[config.mk]
export PLATFORM = sky130hd
export DESIGN_NAME = fetch_pc_unit
export DESIGN_NICKNAME = d
export VERILOG_FILES = /design/src/rtl/fetch_pkg.sv /design/src/rtl/fetch_stat_counter.sv /design/src/rtl/fetch_pc_unit.sv
export SDC_FILE = /design/constraint.sdc
export NUM_CORES = 1
export LEC_CHECK = 0
export CAP_MARGIN = 5
export CORE_MARGIN = 2
export CORE_UTILIZATION = 50
export CTS_CLUSTER_SIZE = 30
export DETAILED_ROUTE_END_ITERATION = 6
export PLACE_DENSITY_LB_ADDON = 0.12
export REMOVE_ABC_BUFFERS = 1
export SLEW_MARGIN = 10
export SYNTH_ARGS = -nofsm -noshare
export SYNTH_HDL_FRONTEND = slang
export SYNTH_SLANG_ARGS = --single-unit
[constraint.sdc]
create_clock -name clock -period 2.7 [get_ports clock]
set_input_delay 0.27 -clock clock [delete_from_list [all_inputs] [get_ports clock]]
set_output_delay 0.27 -clock clock [all_outputs]
set_load 0.02 [all_outputs]
[src/rtl/fetch_pkg.sv]
`default_nettype none
// ============================================================================
// Module : fetch_pkg
// Brief  : Shared encodings and defaults for the fetch PC stage.
// Rev    : 1.0
// ============================================================================
package fetch_pkg;

    localparam logic [1:0] BOOT = 2'd0;
    localparam logic [1:0] RUN  = 2'd1;
    localparam logic [1:0] PEND = 2'd2;

    typedef enum logic [1:0] {
        S_BOOT = BOOT,
        S_RUN  = RUN,
        S_PEND = PEND
    } fetch_state_t;

    localparam logic [31:0] DEFAULT_RESET_VECTOR = 32'h0000_0000;
    localparam int          DEFAULT_INSTR_BYTES  = 4;

endpackage
`default_nettype wire

[src/rtl/fetch_stat_counter.sv]
`default_nettype none
// ============================================================================
// Module : fetch_stat_counter
// Brief  : Saturating event counter, cleared by asynchronous reset.
// Rev    : 1.0
// ============================================================================
module fetch_stat_counter #(
    parameter int WIDTH = 16
) (
    input  logic             clk,
    input  logic             rst,
    input  logic             i_inc,
    output logic [WIDTH-1:0] o_count
);

    logic [WIDTH-1:0] r_count;

    always_ff @(posedge clk or posedge rst) begin
        if (rst) begin
            r_count <= '0;
        end else if (i_inc && (r_count != {WIDTH{1'b1}})) begin
            r_count <= r_count + WIDTH'(1);
        end
    end

    assign o_count = r_count;

endmodule
`default_nettype wire

[src/rtl/fetch_pc_unit.sv]
`default_nettype none
// ============================================================================
// Module : fetch_pc_unit
// Brief  : PC register and fetch-request handshake with branch redirect and
//          buffered redirect under memory back-pressure.
//          Optional statistics counters: define FETCH_PC_STATS_EN.
// Rev    : 1.0
// ============================================================================
module fetch_pc_unit
    import fetch_pkg::*;
#(
    parameter int                  PC_WIDTH     = 32,
    parameter logic [PC_WIDTH-1:0] RESET_VECTOR = PC_WIDTH'(DEFAULT_RESET_VECTOR),
    parameter int                  INSTR_BYTES  = DEFAULT_INSTR_BYTES
) (
    input  logic                clock,
    input  logic                reset,
    input  logic                stall,
    input  logic                take_branch_target,
    input  logic [PC_WIDTH-1:0] branch_target,
    input  logic                fetch_ready,
    output logic                fetch_valid,
    output logic [PC_WIDTH-1:0] fetch_pc,
    output logic [PC_WIDTH-1:0] fetch_pc_plus,
    output logic                fetch_squash,
    output logic                flush_ifid
`ifdef FETCH_PC_STATS_EN
    ,
    output logic [15:0]         redirect_count,
    output logic [15:0]         backpressure_count
`endif
);

    fetch_state_t        r_state;
    logic [PC_WIDTH-1:0] r_pc;
    logic [PC_WIDTH-1:0] r_pend_target;
    logic                r_fetch_valid;
    logic                r_flush_ifid;

    logic                w_accept;
    logic                w_redirect;
    logic [PC_WIDTH-1:0] w_pc_plus;

    assign w_accept   = r_fetch_valid && fetch_ready;
    // Branches are only honoured in RUN and outside a stall; decode re-presents them otherwise.
    assign w_redirect = (r_state == S_RUN) && !stall && take_branch_target;
    assign w_pc_plus  = r_pc + PC_WIDTH'(INSTR_BYTES);

    always_ff @(posedge clock or posedge reset) begin
        if (reset) begin
            r_state       <= S_BOOT;
            r_pc          <= RESET_VECTOR;
            r_pend_target <= '0;
            r_fetch_valid <= 1'b0;
            r_flush_ifid  <= 1'b0;
        end else begin
            r_flush_ifid <= 1'b0;
            case (r_state)
                S_BOOT: begin
                    r_state       <= S_RUN;
                    r_fetch_valid <= 1'b1;
                end
                S_RUN: begin
                    if (!stall) begin
                        if (take_branch_target) begin
                            r_flush_ifid <= 1'b1;
                            if (w_accept) begin
                                r_pc <= branch_target;
                            end else begin
                                r_pend_target <= branch_target;
                                r_state       <= S_PEND;
                            end
                        end else if (w_accept) begin
                            r_pc <= w_pc_plus;
                        end
                    end
                end
                S_PEND: begin
                    if (!stall && w_accept) begin
                        r_pc    <= r_pend_target;
                        r_state <= S_RUN;
                    end
                end
                default: begin
                    r_state       <= S_BOOT;
                    r_fetch_valid <= 1'b0;
                end
            endcase
        end
    end

    // Any acceptance in PEND is the stale pre-redirect address.
    assign fetch_squash  = w_accept && (w_redirect || (r_state == S_PEND));
    assign fetch_valid   = r_fetch_valid;
    assign fetch_pc      = r_pc;
    assign fetch_pc_plus = w_pc_plus;
    assign flush_ifid    = r_flush_ifid;

`ifdef FETCH_PC_STATS_EN
    fetch_stat_counter #(.WIDTH(16)) u_redirect_cnt (
        .clk     (clock),
        .rst     (reset),
        .i_inc   (w_redirect),
        .o_count (redirect_count)
    );

    fetch_stat_counter #(.WIDTH(16)) u_backpressure_cnt (
        .clk     (clock),
        .rst     (reset),
        .i_inc   (r_fetch_valid && !fetch_ready),
        .o_count (backpressure_count)
    );
`endif

endmodule
`default_nettype wire

==> flow_metrics.tcl <==
set metrics [dict create \
    cts_made_buffers 9 \
    final_util_pct 71.2 \
    synth-edff-count 0 \
    crit_start "fetch_pc[11]$_DFFE_PP0P_" \
    die_area_um2 9210 \
    p_leak_uw 0.00236 \
    drt-total-wl_um 12600 \
    setup_slack_ps 81.4 \
    crit_arrival_ps 2350 \
    synth-seq-cells 68 \
    ys.flop_type "dfrtp_1" \
    r2r_slack_ps 520 \
    syn_area_per_cell_um2 9.57 \
    peakVddDrop_mv 0.678 \
    synthArstFlopShare_pct 100 \
    critPathTopFamily "simple AND/OR/NAND/NOR gates" \
    rsz0062_at_grt "no" \
    wl_met3_um 759 \
    cts.sinks 68 \
    ys_seq_area_share_pct 40.2 \
    outcome "complete, no violations" \
    num_rows 33 \
    yosysTopAreaCell "dfrtp_1" \
    final_antenna_net_count 0 \
    vias_per_cell 6.06 \
    syn_area_um2 4230 \
    ys_warn_count 0 \
    wire_per_inst_um 18.5 \
    cp_num_cells 6 \
    path_class "reg2out" \
    mostFrequentLayoutCells "82 x clkdlybuf4s50_1, 68 x dfrtp_1, 49 x buf_4" \
    met1Wirelength_um 5400 \
    timing.final.crit_period_ps 2620 \
    routabilityCongestion 0.882 \
    grt_overflow 0 \
    synthCells 442 \
    track_usage_pct 28.5 \
    drv_slew 0 \
    r2r_cells 7 \
    root_buffer "clkbuf_8" \
    start_util_pct 51.5 \
    hpwl_um 9010 \
    syn2layout_area_growth_pct 38.3 \
    clkLatencyLatePin_ps 350 \
    cp-end-kind "output pin" \
    cp_slowest_cell "or3_1" \
    postCtsHoldBufs 0 \
    synth_top_area_share_pct 40.2 \
    yosysUniqueCellTypes 59 \
    fmax_ghz 0.382 \
    p_per_area_nw_per_um2 1010 \
    drc 0 \
    cts.clk_slew.worst_paths_ps 80 \
    r2r-start "r_state[0]$_DFFE_PP0P_" \
    setup-violations-final 0 \
    dp_worst_setup_slack_ps 150 \
    cp_max_fo 7 \
    r2r_end "fetch_pc[24]$_DFFE_PP0P_" \
    io_buffers 103 \
    worst_setup_path_start_kind "register" \
    top_layer_used "met4" \
    synthTopCellsByArea "dfrtp_1 40%, mux2_2 9.1%, mux2i_1 4.3%, xnor2_1 3.7%, o211ai_1 3.6%" \
    worstPathCellList "buf_4 -> and4_2 -> nand4_1 -> or3_1 -> xnor2_1 -> dlygate4sd2_1" \
    wl_met2_um 6190 \
    worst-path-buf-inv 2 \
    die_h_um 96.0 \
    die_w_um 96.0 \
    clock_skew_ps 9.29 \
    min-delay-path-class "in2async" \
    h-tree-depth 3 \
    slew_headroom_pct 57.9 \
    num_io_pins 104 \
    period_share_pct 97.0 \
    dr.first_iter.drc_count 210 \
    grt_pass1_vias 4041 \
    critPathRequiredTime_ps 2430 \
    slowest_delay_ps 460 \
    drive_above_1_share_pct 21.7 \
    final_common_cell "clkdlybuf4s50_1" \
    cap_violations 0 \
    post-cts-setup-buffers 0 \
    grt_max_degree 42 \
    core_area_um2 8220 \
    cts_buffer_depth 2 \
    antenna_cells 0 \
    dr.pass1.iters 5 \
    vias 4102 \
    cts_tree "built" \
    nets 608 \
    tightest_slew_ps 631 \
    crit_end "fetch_pc_plus[23]" \
    antenna_found_initial 0 \
    finalHoldViolCount 0 \
    grt_pass1_wl_um 20100 \
]
[synth_stat cells (all sizes together) (2+ instances only)]
master	count
a22oi	4
inv	11
nand4	11
a21boi	3
mux2i	18
o311ai	5
a211oi	3
mux2	34
nor2b	3
or2	4
xnor2	18
a221oi	2
nand2	35
ha	4
a21oi	9
o31a	2
or3	14
a31oi	4
o2bb2ai	3
or4b	2
a22o	11
and3	6
nor3	9
clkbuf	27
o211ai	20
o31ai	3
o21ai	21
nand3	16
xor2	8
and4	5
dfrtp	68
o21a	2
nor4	2
o22ai	5
nor2	23
buf	13
[registers in the layout (all words and copies together) (netlist names)]
register	flops
r_pend_target	32
flush_ifid	1
r_state	2
fetch_valid	1
fetch_pc	32
[metal layers]
layer	track usage (%)	vias up
met2	46.2	166
li1	-	1877
met4	10.0	0
met1	39.2	2034
met5	0	-
met3	4.07	25
[cells by family after synthesis]
logic type               synth area share (%)
buffers and inverters                    4.88
AO/OA/AOI/OAI                            17.7
multiplexers                             13.3
flip-flops                               40.2
adder cells (fa/ha/maj)                  1.18
XOR/XNOR                                 5.38
AND/OR/NAND/NOR                          17.3
[what timing repair did]
| item | CTS | global route |
|---|---|---|
| cloned | 0 | 0 |
| pin swaps | 0 | 1 |
| endpoints found under the setup margin | 17 | 16 |
| gates resized for setup | 17 | 16 |
[stage by stage]
step	instance area [um^2]	TNS [ps]	cells	power [uW]	hold slack [ps]
2_1_floorplan	4060	-15660	402	3540	421
3_3_place_gp	5640	0	661	4960	483
3_5_place_dp	5640	0	661	5050	488
4_1_cts	5840	0	677	5900	342
5_1_grt	5850	0	677	6240	389
6_report	5850	0	677	5900	315
[power by group]
| part | internal [uW] | switching (uW) |
|---|---|---|
| clock network | 475 | 406 |
| logic | 1540 | 1720 |
| registers | 1450 | 312 |
[layout make-up]
type	instances	area, um^2
Sequential cell	68	1700
Tap cell	105	131
Fill cell	626	2370
Clock inverter	4	47.5
Multi-Input combinational cell	323	2340
Clock buffer	12	155
Inverter	11	41.3
Timing Repair Buffer	154	1430
[how the worst min path moves through the flow]
stage,start,endpoint,depth (start not counted)
after global placement,r_pend_target[20]$_DFFE_PP0P_,r_pend_target[20]$_DFFE_PP0P_,1
after floorplan,branch_target[0],r_pend_target[0]$_DFFE_PP0P_,1
after detailed placement,r_pend_target[10]$_DFFE_PP0P_,r_pend_target[10]$_DFFE_PP0P_,1
after global routing,reset,r_pend_target[3]$_DFFE_PP0P_,2
final,reset,r_pend_target[3]$_DFFE_PP0P_,2
after CTS,reset,r_pend_target[3]$_DFFE_PP0P_,2
(Power assumes the default switching activity.)
